[config.mk]
export PLATFORM = sky130hd
export DESIGN_NAME = ifid_pipe_buf
export DESIGN_NICKNAME = d
export VERILOG_FILES = /design/src/rtl/pipe_pkg.sv /design/src/rtl/ifid_entry_ram.sv /design/src/rtl/ifid_pipe_buf.sv
export SDC_FILE = /design/constraint.sdc
export NUM_CORES = 1
export LEC_CHECK = 0
export BUFFER_PORTS_ARGS = -buffer_cell sky130_fd_sc_hd__buf_2
export CAP_MARGIN = 20
export CORE_ASPECT_RATIO = 1.75
export CORE_MARGIN = 4
export CORE_UTILIZATION = 35
export DETAILED_ROUTE_END_ITERATION = 8
export SLEW_MARGIN = 0
export SYNTH_ARGS = -nofsm -noshare
export SYNTH_HDL_FRONTEND = slang
export SYNTH_SLANG_ARGS = --single-unit
[constraint.sdc]
create_clock -name clk -period 17.1 [get_ports clk]
set_clock_uncertainty 0.05 [all_clocks]
set_input_delay 3.42 -clock clk [delete_from_list [all_inputs] [get_ports clk]]
set_output_delay 3.42 -clock clk [all_outputs]
set_load 0.005 [all_outputs]
[src/rtl/pipe_pkg.sv]
// Shared types and helpers for the IF/ID pipeline buffer.
//   ifid_entry_t  : one fetched entry {pc, instr, hit} at the default widths
//   NOP_INSTR_DEF : instruction presented to decode while the buffer is empty
//   clog2         : ceiling log2 for sizing pointers and counters
package pipe_pkg;

    localparam int unsigned DEF_PC_W    = 32;
    localparam int unsigned DEF_INSTR_W = 32;

    localparam logic [DEF_INSTR_W-1:0] NOP_INSTR_DEF = 32'h0000_0000;

    typedef struct packed {
        logic [DEF_PC_W-1:0]    pc;
        logic [DEF_INSTR_W-1:0] instr;
        logic                   hit;
    } ifid_entry_t;

    // Ceiling log2; clog2(1) = 0, clog2(2) = 1, clog2(3) = 2.
    function automatic int unsigned clog2(input int unsigned v);
        int unsigned r;
        r = 0;
        for (int i = 0; i < 32; i++) begin
            if ((33'd1 << i) < 33'(v)) begin
                r = 32'(i + 1);
            end
        end
        return r;
    endfunction

endpackage

[src/rtl/ifid_entry_ram.sv]
// Entry storage for the IF/ID buffer: register array, one write port,
// one combinational read port. Storage is intentionally not reset.
//   clk   : clock, writes on negedge
//   we    : write enable
//   waddr : write slot
//   wdata : packed entry to store
//   raddr : read slot
//   rdata : packed entry at raddr (combinational)
module ifid_entry_ram #(
    parameter int unsigned W  = 65,
    parameter int unsigned AW = 1
) (
    input  logic          clk,
    input  logic          we,
    input  logic [AW-1:0] waddr,
    input  logic [W-1:0]  wdata,
    input  logic [AW-1:0] raddr,
    output logic [W-1:0]  rdata
);

    // Sized to the full pointer range; slots at or above DEPTH are never
    // addressed and are trimmed by synthesis.
    localparam int unsigned SLOTS = 1 << AW;

    logic [W-1:0] mem_q [SLOTS];

    always_ff @(negedge clk) begin
        if (we) begin
            mem_q[waddr] <= wdata;
        end
    end

    assign rdata = mem_q[raddr];

endmodule

[src/rtl/ifid_pipe_buf.sv]
// IF/ID pipeline buffer: up to DEPTH fetched entries between fetch and decode,
// valid/ready on both sides, flush on redirect, NOP to decode when empty.
// All state updates on negedge clk; asynchronous active-low reset.
// Optional build macro IFID_PERF_CNT_EN adds saturating stall/bubble counters.
//   in_valid/in_ready      : fetch-side handshake (in_ready = count != DEPTH)
//   next_pc/instruction/hit: fetched entry
//   flush                  : discard all entries, drop concurrent input
//   out_valid/out_ready    : decode-side handshake
//   next_pc_out/instruction_out/hit_out : registered head entry
//   stall_cnt/bubble_cnt   : (IFID_PERF_CNT_EN only) performance counters
module ifid_pipe_buf
    import pipe_pkg::*;
#(
    parameter int unsigned          PC_W      = DEF_PC_W,
    parameter int unsigned          INSTR_W   = DEF_INSTR_W,
    parameter int unsigned          DEPTH     = 2,
    parameter logic [INSTR_W-1:0]   NOP_INSTR = INSTR_W'(NOP_INSTR_DEF)
) (
    input  logic               clk,
    input  logic               rst_n,
    input  logic               in_valid,
    output logic               in_ready,
    input  logic [PC_W-1:0]    next_pc,
    input  logic [INSTR_W-1:0] instruction,
    input  logic               hit,
    input  logic               flush,
    output logic               out_valid,
    input  logic               out_ready,
    output logic [PC_W-1:0]    next_pc_out,
    output logic [INSTR_W-1:0] instruction_out,
`ifdef IFID_PERF_CNT_EN
    output logic [31:0]        stall_cnt,
    output logic [31:0]        bubble_cnt,
`endif
    output logic               hit_out
);

    localparam int unsigned AW = (clog2(DEPTH) < 1) ? 1 : clog2(DEPTH);
    localparam int unsigned CW = clog2(DEPTH + 1);
    localparam int unsigned EW = PC_W + INSTR_W + 1;

    logic [CW-1:0]      count_q, count_d;
    logic [AW-1:0]      wr_ptr_q, wr_ptr_d;
    logic [AW-1:0]      rd_ptr_q, rd_ptr_d;
    logic               out_valid_q, out_valid_d;
    logic [PC_W-1:0]    pc_q, pc_d;
    logic [INSTR_W-1:0] instr_q, instr_d;
    logic               hit_q, hit_d;

    logic               push;
    logic               pop;
    logic [EW-1:0]      wr_entry;
    logic [EW-1:0]      rd_entry;

    // Ready depends on occupancy only, so a full buffer never accepts on a pop.
    assign in_ready = (count_q != CW'(DEPTH));
    assign push     = in_valid & in_ready;
    assign pop      = out_valid_q & out_ready;
    assign wr_entry = {next_pc, instruction, hit};

    ifid_entry_ram #(
        .W  (EW),
        .AW (AW)
    ) u_ram (
        .clk   (clk),
        .we    (push & ~flush),
        .waddr (wr_ptr_q),
        .wdata (wr_entry),
        .raddr (rd_ptr_d),
        .rdata (rd_entry)
    );

    // Next occupancy, pointers and head registers.
    always_comb begin
        count_d     = count_q;
        wr_ptr_d    = wr_ptr_q;
        rd_ptr_d    = rd_ptr_q;
        out_valid_d = out_valid_q;
        pc_d        = pc_q;
        instr_d     = instr_q;
        hit_d       = hit_q;

        if (flush) begin
            count_d     = '0;
            wr_ptr_d    = '0;
            rd_ptr_d    = '0;
            out_valid_d = 1'b0;
            instr_d     = NOP_INSTR;
            hit_d       = 1'b0;
        end else begin
            if (push) begin
                wr_ptr_d = (wr_ptr_q == AW'(DEPTH - 1)) ? '0 : wr_ptr_q + AW'(1);
            end
            if (pop) begin
                rd_ptr_d = (rd_ptr_q == AW'(DEPTH - 1)) ? '0 : rd_ptr_q + AW'(1);
            end
            count_d = count_q + CW'(push) - CW'(pop);

            if (count_d == '0) begin
                // Bubble: NOP to decode, next_pc_out keeps its last value.
                out_valid_d = 1'b0;
                instr_d     = NOP_INSTR;
                hit_d       = 1'b0;
            end else if (push && (count_q == CW'(pop))) begin
                // Incoming entry becomes head immediately; RAM write not visible yet.
                out_valid_d = 1'b1;
                pc_d        = next_pc;
                instr_d     = instruction;
                hit_d       = hit;
            end else begin
                out_valid_d = 1'b1;
                pc_d        = rd_entry[EW-1 -: PC_W];
                instr_d     = rd_entry[1 +: INSTR_W];
                hit_d       = rd_entry[0];
            end
        end
    end

    // State and output registers.
    always_ff @(negedge clk or negedge rst_n) begin
        if (!rst_n) begin
            count_q     <= '0;
            wr_ptr_q    <= '0;
            rd_ptr_q    <= '0;
            out_valid_q <= 1'b0;
            pc_q        <= '0;
            instr_q     <= NOP_INSTR;
            hit_q       <= 1'b0;
        end else begin
            count_q     <= count_d;
            wr_ptr_q    <= wr_ptr_d;
            rd_ptr_q    <= rd_ptr_d;
            out_valid_q <= out_valid_d;
            pc_q        <= pc_d;
            instr_q     <= instr_d;
            hit_q       <= hit_d;
        end
    end

    assign out_valid       = out_valid_q;
    assign next_pc_out     = pc_q;
    assign instruction_out = instr_q;
    assign hit_out         = hit_q;

`ifdef IFID_PERF_CNT_EN
    logic [31:0] stall_cnt_q;
    logic [31:0] bubble_cnt_q;

    // Saturating counters; flush does not clear them.
    always_ff @(negedge clk or negedge rst_n) begin
        if (!rst_n) begin
            stall_cnt_q  <= '0;
            bubble_cnt_q <= '0;
        end else begin
            if (in_valid && !in_ready && (stall_cnt_q != 32'hFFFF_FFFF)) begin
                stall_cnt_q <= stall_cnt_q + 32'd1;
            end
            if (out_ready && !out_valid_q && (bubble_cnt_q != 32'hFFFF_FFFF)) begin
                bubble_cnt_q <= bubble_cnt_q + 32'd1;
            end
        end
    end

    assign stall_cnt  = stall_cnt_q;
    assign bubble_cnt = bubble_cnt_q;
`endif

endmodule

## After elaboration in Yosys (flattened, before gate mapping)

Memory sizes are Yosys's and may differ from the RTL's.
Index checks and enable logic that the tools add are counted.

| storage, ports and cells | value |
|---|---|
| register bits | 70 |
| RAM bits | 130 |
| output and inout port bits | 67 |
| memories kept | 1 |

| operators by class | value |
|---|---|
| add/sub/neg operators | 4 |
| equal/unequal tests | 2 |
| muxes and demuxes | 18 |
| bitwise logic cells | 5 |
| reduce and logical (&&, ||, !) cells | 4 |

Memories:

| memory | depth | bits a word | rd ports | clocked after Yosys merged registers in | wr ports | RTL line | RTL |
|---|---|---|---|---|---|---|---|
| u_ram.mem_q | 2 | 65 | 1 | 0 | 1 | ifid_entry_ram.sv:25 | `logic [W-1:0] mem_q [SLOTS];` |

Operators by type and width:

| cell | number |
|---|---|
| 32-bit 2-to-1 mux | 4 |
| 1-bit 2-to-1 mux | 13 |
| 1-bit bitwise AND | 3 |
| 1-bit adder (second input constant) | 2 |
| 2-bit by 1-bit adder with 2-bit output | 1 |
| 2-bit by 1-bit == test with 1-bit output | 1 |
| 2-bit logical NOT | 1 |
| 2-bit 2-to-1 mux | 1 |
| 2-bit inequality test (second input constant) | 1 |
| 1-bit NOT | 2 |
| 2-bit AND reduction | 1 |
| 2-bit nonzero test | 1 |
| 2-bit by 1-bit subtractor with 2-bit output | 1 |
| 1-bit logical AND | 1 |

## Longest topological paths before layout

Gate-level depths: netlist of run 1.
An unclocked memory read counts as a cell.

| depth | value |
|---|---|
| word-level depth | 8 |
| mapped depth | 11 |
| gate-level depth less buffers | 9 |

## Modules after synthesis

A second synthesis of run 1 with hierarchy kept.

| unflattened totals | value |
|---|---|
| cells, all modules | 549 |
| area, all modules | 8066.5 um^2 |

Modules (own cells, without submodules):

| module | times used | cells an instance | area an instance (um^2) | sequential area each (um^2) |
|---|---|---|---|---|
| ifid_entry_ram | 1 | 205 | 4912.2 | 3903.7 |
| ifid_pipe_buf | 1 | 344 | 3154.3 | 1751.7 |

==> impl_metrics.py, run 1 <==
metrics = {
    "power_and_ir_drop": {
        "seq_power_share_pct": 40.2,
        "switching_share_pct": 35.6,
        "p_leak_uw": 0.00471,
        "peakVddDrop_mv": 0.0816,
        "comb_power_share_pct": 28.1,
        "cell_internal_pwr_uw": 1080,
        "switchingPower_uw": 598,
        "power_frac_clock_pct": 31.6,
        "power.density_nw_per_um2": 163,
    },
    "logic_synthesis": {
        "ys.flop_type": "edfxtp_1",
        "synth_edf_count": 130,
        "syn_nets": 615,
        "ys.warnings.count": 0,
        "ys_seq_elements": 200,
        "ys_seq_area_share_pct": 69.0,
        "syn_area_per_cell_um2": 15.1,
        "syn_area_um2": 8190,
        "syn_inst": 544,
        "async_flop_share_pct": 35.0,
        "ys_types": 38,
    },
    "place": {
        "dp_worst_setup_slack_ps": 1640,
        "io_buffers": 136,
        "gp_congestion": 0.739,
        "dp.final_hpwl_um": 12500,
    },
    "sta": {
        "setup_violations": 0,
        "hold_viol": 0,
        "worst_pin_slew_ps": 1050,
        "layout_setup_ws_ps": 2070,
        "slew_violations": 0,
        "max_slew_margin_pct": 30.1,
        "fin_setup_tns_ps": 0,
        "rsz0062_at_grt": "no",
    },
    "worst_setup_path": {
        "worst-setup-path-type": "in -> reg",
        "arrival_ps": 6680,
        "start_kind": "input port",
        "slowest_delay_ps": 940,
        "cp_max_fo": 65,
        "endpoint_kind": "flip-flop",
        "worst_path_max_delay_cell": "or4_4",
        "cp_top_family": "simple AND/OR/NAND/NOR gates",
        "crit_buf_inv": 2,
        "worstPathRequired_ps": 8750,
        "path_cells": "buf_2 -> and2_2 -> xnor2_1 -> ha_1 -> nor3b_1 -> mux2_4 -> or4_4 -> inv_1 -> mux2_2",
    },
    "worst_hold_path": {
        "hp-class": "reg -> reg",
    },
    "routing": {
        "avgViaCountPerCell": 5.00,
        "drcViolationCount": 0,
        "num_vias": 5537,
        "first_pass_iters": 5,
        "drt_iter0_drc": 225,
        "drt.antenna.violating_nets": 0,
        "finalWirelength_um": 19900,
        "avgRoutedWirePerCell_um": 18.0,
    },
    "die": {
        "die_h_um": 210,
        "pin_count": 137,
        "die_w_um": 124,
        "initial_core_util_pct": 35.7,
        "dieArea_um2": 26000,
        "rows": 73,
        "core_area_um2": 22900,
    },
    "clock_network": {
        "cts.sinks": 200,
        "cts_tree": "done",
        "cts-hold-fix-buffers": 0,
        "post_cts_resized": 0,
        "clockBufferDepth": 2,
        "numCtsBuffers": 17,
        "cts.root.buffer_cell": "clkbuf_16",
        "h-tree-depth": 4,
        "clk_pin_slew_worst_paths_ps": 60,
        "clk_latency_ps": 470,
        "cts_setup_buffers": 0,
    },
    "global_route": {
        "grt.total_usage_pct": 15.9,
        "antenna_found_initial": 1,
        "grt-ovfl-total": 0,
        "grt_pass1_vias": 5930,
        "grt_pass1_wl_um": 31800,
        "grt_max_degree": 71,
    },
    "finish": {
        "seq_area_um2": 5660,
        "multiInputGateArea_um2": 2230,
        "drive_above_1_share_pct": 28.0,
        "final_nets": 865,
        "nFillCells": 2113,
        "area_growth_pct": 25.6,
    },
    "run": {
        "drv_cap": 0,
    },
    "outcome": {
        "outcome": "complete, no violations",
    },
}
-- cells in the mapped netlist, types with 2 or more instances --
master	number	share of area (%)
a211oi_2	33	5.0
a21oi_1	2	0.12
a32o_1	31	3.8
and3_1	2	0.15
buf_1	2	0.092
buf_2	8	0.49
buf_6	7	0.96
clkbuf_1	29	1.3
dfrtn_1	70	21
edfxtp_1	130	48
inv_1	35	1.6
mux2i_1	33	4.0
nand2_1	2	0.092
nand2b_1	2	0.15
nand3_1	2	0.12
nand3b_1	2	0.18
nor2_1	34	1.6
nor2b_1	2	0.15
nor3_1	4	0.24
nor3b_1	3	0.27
o211ai_1	64	5.9
o21a_1	31	2.8
-- sequential cells by signal (all words and copies together) (netlist names) --
register and count:
count_q 2, u_ram.mem_q 130, hit_out 1, instruction_out 32, rd_ptr_q 1, out_valid 1, wr_ptr_q 1, next_pc_out 32
-- layout make-up --
cell class / instances / share of cell area, %
flip-flops and latches: 200 / 55.0
multi-input cells: 263 / 21.6
repair buffers: 148 / 7.71
clock inverters: 144 / 6.41
clock buffers: 18 / 4.38
well taps: 300 / 3.65
inverters: 34 / 1.24
diodes: 1 / 0.0243
-- through the flow --
step	cell area, um^2	hold slack [ps]	util (%)	instances	power, uW
2_1_floorplan	8200	400	-	544	1030
6_report	10300	392	44.9	1108	1680
3_3_place_gp	9160	384	39.9	945	1190
3_5_place_dp	9160	392	39.9	945	1210
5_1_grt	10300	402	44.9	1108	1800
4_1_cts	10300	394	44.8	1106	1710
-- metal layers --
metal  global-route usage (%)  vias to the layer above  wire length [um]
met1                     18.0                     2783              7720
met5                        0                        -                 0
met3                     2.90                       26               800
met2                     28.8                      132             10900
li1                         -                     2596                 -
met4                     6.58                        0               513
-- logic make-up (layout without fill, tap and decap cells) --
family          after synthesis  count (layout)  synth area share, %
compound gates              165             165                 18.0
xor+xnor                      2               2                0.214
fa+ha+maj                     1               1                0.153
buf+inv                      81             344                 4.47
flops                       200             200                 69.0
mux                          35              35                 4.35
other cells                   0               1                    0
simple gates                 60              60                 3.77
-- worst paths after layout --
| check | start | endpoint | slack, ps | depth (start not counted) |
|---|---|---|---|---|
| setup / recovery | out_ready | next_pc_out[16]$_DFFE_NN0P_ | 2070 | 9 |
| hold / removal | next_pc_out[21]$_DFFE_NN0P_ | next_pc_out[21]$_DFFE_NN0P_ | 390 | 1 |
| setup reg to reg | out_valid$_DFF_NN0_ | next_pc_out[16]$_DFFE_NN0P_ | 13230 | 8 |
| hold reg to reg | next_pc_out[21]$_DFFE_NN0P_ | next_pc_out[21]$_DFFE_NN0P_ | 390 | 1 |
| max in group asynchronous | rst_n | instruction_out[27]$_DFF_NN0_ | 5030 | 2 |
| min in group asynchronous | rst_n | instruction_out[16]$_DFF_NN0_ | 11350 | 1 |
-- power groups by stage --
stage / sequential (uW) / combinational, uW / clock, uW
floorplan: 685 / 304 / 45.4
global placement: 681 / 463 / 45.4
detailed placement: 684 / 483 / 45.4
CTS: 678 / 485 / 546
global route: 686 / 522 / 596
finish: 676 / 473 / 532
-- cell usage in the layout (no fill, tap or decap), types with 4 or more instances in the layout --
master | netlist | layout
a211oi_2 | 33 | 33
a32o_1 | 31 | 31
buf_2 | 8 | 135
buf_4 | 0 | 12
clkbuf_16 | 0 | 18
dfrtn_1 | 70 | 70
edfxtp_1 | 130 | 130
inv_1 | 35 | 164
inv_6 | 0 | 4
inv_8 | 0 | 6
mux2i_1 | 33 | 33
nor2_1 | 34 | 34
o211ai_1 | 64 | 64
o21a_1 | 31 | 31
Power figures use the tool's default switching activity.
==> run 2: changes to the inputs <==
- RECOVER_POWER: unset -> 25
- REMOVE_ABC_BUFFERS: unset -> 1
==> impl_metrics.py, run 2 (synthesis results as in run 1) <==
metrics = {
    "outcome": {
        "outcome": "complete, no violations",
    },
    "global_route": {
        "grt-ovfl-total": 0,
        "grt_max_degree": 71,
        "grt_pass1_wl_um": 32100,
        "grt_pass1_vias": 6094,
        "antenna_found_initial": 1,
        "grt.total_usage_pct": 16.1,
    },
    "routing": {
        "num_vias": 5536,
        "drt.antenna.violating_nets": 0,
        "drcViolationCount": 0,
        "drt_iter0_drc": 278,
        "first_pass_iters": 5,
        "avgRoutedWirePerCell_um": 18.2,
        "avgViaCountPerCell": 5.01,
        "finalWirelength_um": 20200,
    },
    "finish": {
        "largest_reg_flops": 130,
        "final_util_pct": 44.1,
        "nFillCells": 2141,
        "final_cells": 1106,
        "regMostFlops": "u_ram.mem_q",
        "final_cell_mix": "inv_1, edfxtp_1, buf_2",
        "drive_above_1_share_pct": 20.3,
        "final_nets": 864,
        "final_common_cell": "inv_1",
        "area_growth_pct": 23.4,
        "antenna_cells": 0,
    },
    "sta": {
        "hold_viol": 0,
        "fin_setup_tns_ps": 0,
        "holdWs_ps": 387,
        "worst_pin_slew_ps": 1050,
        "rsz0062_at_grt": "no",
        "max_slew_margin_pct": 30.0,
        "setup_violations": 0,
        "slew_violations": 0,
    },
    "clock_network": {
        "clk_pin_slew_worst_paths_ps": 60,
        "clk_latency_ps": 470,
        "post_cts_resized": 0,
        "cts_setup_buffers": 0,
        "cts.root.buffer_cell": "clkbuf_16",
        "h-tree-depth": 4,
        "clockBufferDepth": 2,
        "cts.sinks": 200,
        "cts_tree": "done",
        "numCtsBuffers": 17,
        "cts-hold-fix-buffers": 0,
    },
    "die": {
        "rows": 73,
        "dieArea_um2": 26000,
        "die_w_um": 124,
        "die_h_um": 210,
        "core_area_um2": 22900,
        "initial_core_util_pct": 35.7,
        "pin_count": 137,
    },
    "power_and_ir_drop": {
        "peakVddDrop_mv": 0.0630,
        "power.density_nw_per_um2": 163,
        "p_leak_uw": 0.00450,
    },
    "run": {
        "drv_cap": 0,
    },
    "worst_setup_path": {
        "start_kind": "input port",
        "worst-setup-path-type": "in -> reg",
        "arrival_ps": 6660,
        "cp_max_fo": 65,
        "worstPathRequired_ps": 8760,
        "endpoint_kind": "flip-flop",
    },
    "place": {
        "placed_cells": 944,
        "io_buffers": 136,
        "gp_congestion": 0.772,
        "dp.final_hpwl_um": 12300,
    },
    "worst_hold_path": {
        "hp-class": "reg -> reg",
    },
}
==> run 2: stage by stage <==
stage          setup WS (ps)  cell area [um^2]  power (uW)
4_1_cts                 2100             10200        1680
5_1_grt                 1910             10100        1770
2_1_floorplan          -1010              7960        1020
3_3_place_gp            1810              9140        1190
6_report                2100             10100        1650
3_5_place_dp            1670              9140        1210
==> run 2: layout make-up <==
class	count	area, um^2	area share, %
well taps	300	375	3.71
clock inverters	144	616	6.09
multi-input cells	263	2210	21.9
flip-flops and latches	200	5660	55.9
inverters	34	128	1.26
repair buffers	147	694	6.87
clock buffers	18	429	4.24
==> run 2: critical path, cell delays in order <==
cell	delay (ps)
buf_2	160
and2_2	640
xnor2_1	160
ha_1	380
nor3b_1	80
mux2_4	290
or4_4	940
inv_1	220
mux2_2	350
==> run 2: report_power, final <==
part	leakage (uW)	internal, uW	switching (uW)
sequential	0.00208	632	45.3
combinational	0.00145	193	283
clock	0.000967	234	266
==> run 2: final timing paths <==
| kind | startpoint | endpoint | slack [ps] | depth (start not counted) |
|---|---|---|---|---|
| max | out_ready | next_pc_out[16]$_DFFE_NN0P_ | 2100 | 9 |
| max reg2reg | out_valid$_DFF_NN0_ | next_pc_out[16]$_DFFE_NN0P_ | 13220 | 8 |
| min in group asynchronous | rst_n | next_pc_out[13]$_DFFE_NN0P_ | 11550 | 1 |
| min | next_pc_out[22]$_DFFE_NN0P_ | next_pc_out[22]$_DFFE_NN0P_ | 390 | 1 |
| min reg2reg | next_pc_out[22]$_DFFE_NN0P_ | next_pc_out[22]$_DFFE_NN0P_ | 390 | 1 |
| max in group asynchronous | rst_n | next_pc_out[1]$_DFFE_NN0P_ | 4780 | 1 |
==> run 2: routing by layer <==
layer / vias up / track usage, % / share of wire [%]
met1: 2763 / 16.9 / 36
met5: - / 0 / 0.060
met3: 30 / 3.46 / 4.9
met2: 142 / 30.3 / 56
li1: 2599 / - / -
met4: 2 / 6.27 / 2.4
